## config.mk

```make
export PLATFORM = sky130hd
export DESIGN_NAME = mem_access_ctrl
export DESIGN_NICKNAME = d
export VERILOG_FILES = /design/src/rtl/mem_access_ctrl.sv
export SDC_FILE = /design/constraint.sdc
export NUM_CORES = 1
export LEC_CHECK = 0
export CELL_PAD_IN_SITES_DETAIL_PLACEMENT = 0
export CELL_PAD_IN_SITES_GLOBAL_PLACEMENT = 1
export CORE_UTILIZATION = 25
export CTS_CLUSTER_SIZE = 16
export DETAILED_ROUTE_END_ITERATION = 6
export GPL_TIMING_DRIVEN = 0
export PLACE_DENSITY_LB_ADDON = 0.1
export SLEW_MARGIN = 25
export SYNTH_ARGS = -nofsm -noshare
export SYNTH_HDL_FRONTEND = slang
export SYNTH_SLANG_ARGS = --single-unit
export TNS_END_PERCENT = 1
```

## constraint.sdc

```tcl
create_clock -name clock -period 1.33 [get_ports clock]
set_input_delay 0.3325 -clock clock [delete_from_list [all_inputs] [get_ports clock]]
set_output_delay 0.3325 -clock clock [all_outputs]
set_load 0.01 [all_outputs]
```

## src/rtl/mem_access_ctrl.sv

```systemverilog
// mem_access_ctrl: arbitrates between instruction fetch and load/store
// requesters for a single-port RAM. It holds the granted address and write
// data for the whole access, strobes the RAM for a fixed number of cycles,
// and returns read data with a one-cycle acknowledge. Every output is a
// register or a decode of registered state.
module mem_access_ctrl #(
  parameter int RAM_LATENCY = 1,
  parameter int ADDR_W      = 9
) (
  input  logic              clock,
  input  logic              clear_n,
  // instruction fetch port (read only)
  input  logic              if_req,
  input  logic [31:0]       if_addr,
  output logic              if_ack,
  output logic [31:0]       if_rdata,
  // load/store data port
  input  logic              d_req,
  input  logic              d_we,
  input  logic [31:0]       d_addr,
  input  logic [31:0]       d_wdata,
  output logic              d_ack,
  output logic [31:0]       d_rdata,
  // RAM side
  output logic [ADDR_W-1:0] mem_addr,
  output logic              mem_read,
  output logic              mem_write,
  output logic [31:0]       mem_wdata,
  input  logic [31:0]       mem_rdata,
  output logic              busy
);

  typedef enum logic [1:0] {
    IDLE   = 2'd0,
    ACCESS = 2'd1,
    DONE   = 2'd2
  } state_t;

  // Four bits cover the whole legal latency range of 1..15.
  localparam logic [3:0] LAT = 4'(RAM_LATENCY);

  state_t              state_q,     state_d;
  logic [3:0]          cnt_q,       cnt_d;
  logic                last_d_q,    last_d_d;   // 1 = data port won last grant
  logic                owner_q,     owner_d;    // 1 = data port owns access
  logic                we_q,        we_d;       // 1 = write access
  logic [ADDR_W-1:0]   mem_addr_q,  mem_addr_d;
  logic [31:0]         mem_wdata_q, mem_wdata_d;
  logic [31:0]         if_rdata_q,  if_rdata_d;
  logic [31:0]         d_rdata_q,   d_rdata_d;

  logic                grant_if;
  logic                grant_d;

  // Round-robin arbitration: on a tie the port that did not win last time goes.
  always_comb begin
    grant_if = if_req && (!d_req || last_d_q);
    grant_d  = d_req && !grant_if;
  end

  // Next-state logic for the access sequencer and its held datapath registers.
  always_comb begin
    state_d     = state_q;
    cnt_d       = cnt_q;
    last_d_d    = last_d_q;
    owner_d     = owner_q;
    we_d        = we_q;
    mem_addr_d  = mem_addr_q;
    mem_wdata_d = mem_wdata_q;
    if_rdata_d  = if_rdata_q;
    d_rdata_d   = d_rdata_q;

    case (state_q)
      IDLE: begin
        if (grant_if) begin
          // Upper address bits are outside the RAM and silently dropped.
          mem_addr_d = if_addr[ADDR_W-1:0];
          owner_d    = 1'b0;
          we_d       = 1'b0;
          last_d_d   = 1'b0;
          cnt_d      = LAT;
          state_d    = ACCESS;
        end else if (grant_d) begin
          mem_addr_d  = d_addr[ADDR_W-1:0];
          mem_wdata_d = d_wdata;
          owner_d     = 1'b1;
          we_d        = d_we;
          last_d_d    = 1'b1;
          cnt_d       = LAT;
          state_d     = ACCESS;
        end
      end

      ACCESS: begin
        cnt_d = cnt_q - 4'd1;
        if (cnt_q == 4'd1) begin
          // RAM data is valid on the final strobe cycle; only the owner's
          // register is updated, and writes leave both untouched.
          if (!we_q) begin
            if (owner_q) d_rdata_d  = mem_rdata;
            else         if_rdata_d = mem_rdata;
          end
          state_d = DONE;
        end
      end

      DONE: begin
        state_d = IDLE;
      end

      default: begin
        state_d = IDLE;
      end
    endcase
  end

  // State and datapath registers; reset abandons any access in flight.
  always_ff @(posedge clock) begin
    if (!clear_n) begin
      state_q     <= IDLE;
      cnt_q       <= 4'd0;
      last_d_q    <= 1'b1;
      owner_q     <= 1'b0;
      we_q        <= 1'b0;
      mem_addr_q  <= '0;
      mem_wdata_q <= 32'd0;
      if_rdata_q  <= 32'd0;
      d_rdata_q   <= 32'd0;
    end else begin
      state_q     <= state_d;
      cnt_q       <= cnt_d;
      last_d_q    <= last_d_d;
      owner_q     <= owner_d;
      we_q        <= we_d;
      mem_addr_q  <= mem_addr_d;
      mem_wdata_q <= mem_wdata_d;
      if_rdata_q  <= if_rdata_d;
      d_rdata_q   <= d_rdata_d;
    end
  end

  // Output decode from registered state only; no input reaches an output.
  always_comb begin
    busy      = (state_q != IDLE);
    mem_read  = (state_q == ACCESS) && !we_q;
    mem_write = (state_q == ACCESS) &&  we_q;
    if_ack    = (state_q == DONE)   && !owner_q;
    d_ack     = (state_q == DONE)   &&  owner_q;
    mem_addr  = mem_addr_q;
    mem_wdata = mem_wdata_q;
    if_rdata  = if_rdata_q;
    d_rdata   = d_rdata_q;
  end

endmodule

```

==> impl_metrics.csv <==
group,metric,value,unit
power,power_density,1390,mW/mm2
floorplan,die_x,138,um
min_path,holdCritPathClass,"in -> reg",
status,violations,"design-rule violations, negative setup slack",
timing,rsz0062_at_grt,"true",
setup_path,cp-end-kind,"primary output",
power,p_comb_share,15.0,%
power,p_int,7.76,mW
placed_design,port_buffers,195,
power,swShare,23.5,%
timing,period_needed,1580,ps
placed_design,gp_congestion,0.735,
timing,finalSetupViolations,97,
placed_design,place_area,0.00689,mm2
power,power,10.1,mW
cts,cts_tree,"done",
min_path,worstHoldStart,"clear_n",
timing,fin_skew,7.03,ps
floorplan,start_util,25.6,%
synth,synth_top_area_share,49.3,%
routing,vias_per_cell,4.45,
power,power_switching,2.38,mW
final_layout,finalNetCount,838,
final_layout,finalNonFillerCells,941,
floorplan,row_count,49,
setup_path,crit_fanout,6,
synth,yosysWarnings,0,
setup_path,critPathKind,"reg -> out",
global_routing,grt_util_all_layers,16.3,%
final_layout,final_area,0.00727,mm2
timing,holdWs,409,ps
setup_path,reg2reg_to,"d_rdata[14]",
synth,synth_cell_types,35,
cts,cts_buffer_depth,2,
cts,cts_htree_levels,4,
floorplan,die_y,138,um
floorplan,fp.coreArea,0.0181,mm2
min_path,min_path_cells,3,
cts,clkLatencyLatePin,410,ps
timing,finalSetupTns,-10110,ps
cts,cts-root-buf,"clkbuf_16",
setup_path,cp-start-kind,"flip-flop",
power,ir_drop,0.900,mV
final_layout,mostFrequentLayoutCells,"nand2_1, mux2i_1, dfxtp_1",
routing,drcViolationCount,24,
final_layout,drive_gt1_share,27.5,%
floorplan,die-area,0.0191,mm2
timing,setup_slack,-254,ps
min_path,worstHoldEndpoint,"if_rdata[25]",
setup_path,r2r_setup_slack,-170,ps
timing,tightest_slew,642,ps
synth,syn_nets,623,
setup_path,cp.required,1000,ps
timing,fin_crit_sh,119,%
setup_path,cp_cell_sequence,"nor2b_4 -> and2_4 -> buf_6",
floorplan,pin_count,243,
global_routing,antenna_found_initial,0,
final_layout,register_area,0.00232,mm2
final_layout,final_common_cell,"nand2_1",
placed_design,dp.cells,912,
final_layout,area_delta_synth_final,56.9,%
routing,drt_first_pass_iters,7,
cts,cts.sinks,114,
status,outcome,"finished with violations",
power,p_leak,3.52,nW
timing,finalMaxSlewViolations,0,
synth,syn_avg_cell_area,9.49,um2
synth,syn-instance-count,488,
setup_path,reg2reg_from,"cnt_q[1]",
setup_path,reg2reg_depth,7,
routing,num_vias,4184,
final_layout,post-route-util,40.2,%
synth,synth_area_leaders,"dfxtp_1, mux2i_1, nand2_1",
setup_path,path_delay_family,"flip-flops",
routing,drtIter0Drc,163,
synth,synth-seq-cells,114,
global_routing,overflow,0,
routing,routedWlPerCell,16.0,um
power,pwr-share-clk,47.9,%
placed_design,post-dp-hpwl,10600,um
final_layout,fillers,1781,
global_routing,grt_pass1_vias,4360,
synth,synth_largest_area_cell,"dfxtp_1",
setup_path,arrival,1250,ps
routing,wirelength,15100,um
setup_path,worst-path-buf-inv,1,
global_routing,grt_start_max_net_pins,17,
cts,clk_pin_slew,50,ps
timing,relSlewSlack,57.2,%
setup_path,critPathMaxStageDelay,400,ps
timing,max_freq,631,MHz
final_layout,antenna-diode-count,0,
synth,async_flop_share,0,%
synth,synth_edf_count,0,
routing,final_antenna_net_count,0,
setup_path,cp_slowest_cell,"dfxtp_4",
timing,finalHoldViolCount,0,
power,p_seq_share,37.1,%
global_routing,grt_pass1_wl,24300,um
flow_run,maxCapViolations,0,
placed_design,dp_worst_setup_slack,-779,ps
synth,ys_seq_area_share,49.3,%
final_layout,multi_input_area,0.00220,mm2
synth,synth_area,0.00463,mm2
synth,synthFlopType,"dfxtp_1",
cts,numCtsBuffers,17,
[sequential cells by signal, summed over array words and instances (netlist names), 2 cells and up]
register	flops
cnt_q	4
d_rdata	32
mem_addr	9
if_rdata	32
mem_wdata	32
state_q	2
[area by class of cell]
cell class / instances / share of cell area, %
Inverter: 4 / 0.241
Tap cell: 229 / 3.94
Clock buffer: 23 / 6.85
Multi-Input combinational cell: 334 / 30.2
Sequential cell: 114 / 32.0
Timing Repair Buffer: 198 / 21.3
Clock inverter: 5 / 1.72
Buffer: 34 / 3.70
[worst max-delay path by stage]
stage | slack [ps] | cells after the start | end | start
after detailed placement | -780 | 5 | mem_addr[5] | if_req
after CTS | -340 | 4 | mem_write | state_q[0]
after floorplan | -7 | 6 | if_rdata[0] | cnt_q[1]
after global routing | -300 | 3 | mem_write | state_q[0]
after global placement | -750 | 5 | mem_addr[7] | if_req
final | -250 | 3 | mem_write | state_q[0]
[worst min-delay path, delay by kind of cell]
family | cells | cell delay (ps)
mux | 1 | 60
buf+inv | 1 | 220
simple gates | 1 | 150
[cell usage after synthesis (all sizes together), types with 4 or more instances]
library cell and number:
mux2i 96, a21boi 9, and3 11, dfxtp 114, nand2b 4, nor2 5
nand2 163, o311a 9, buf 15, clkbuf 21, o21bai 9, inv 4
[timing repair]
| item | in CTS | in global routing |
|---|---|---|
| endpoints found under the setup margin | 221 | 190 |
| pin swaps | 2 | 6 |
| hold buffers | 0 | 0 |
| setup buffers | 2 | 1 |
| resized for setup | 377 | 96 |
[layer usage]
layer  vias up  part of all wire [%]  global-route usage [%]
met5         -                     0                       0
met4         0                   1.3                    4.91
met3        19                   8.6                    6.72
met2       139                    46                    25.9
met1      1957                    44                    20.2
li1       2069                     -                       -
[logic make-up after synthesis]
| kind of cell | synth area share (%) |
|---|---|
| buffers and inverters | 4.62 |
| adders and majority gates | 0.540 |
| and+or+nand+nor | 18.2 |
| DFF | 49.3 |
| xor gates and xnor gates | 0.189 |
| AOI/OAI and AO/OA | 6.43 |
| muxes | 20.7 |
[power by group through the flow]
stage | registers (mW) | clock network, mW | logic [mW]
6_report | 3.76 | 4.86 | 1.52
3_5_place_dp | 3.81 | 0 | 1.56
4_1_cts | 3.75 | 4.98 | 1.59
3_3_place_gp | 3.81 | 0 | 1.55
5_1_grt | 3.79 | 5.15 | 1.65
2_1_floorplan | 3.88 | 0 | 0.666
Note: power is estimated with default switching activity, not from simulation.
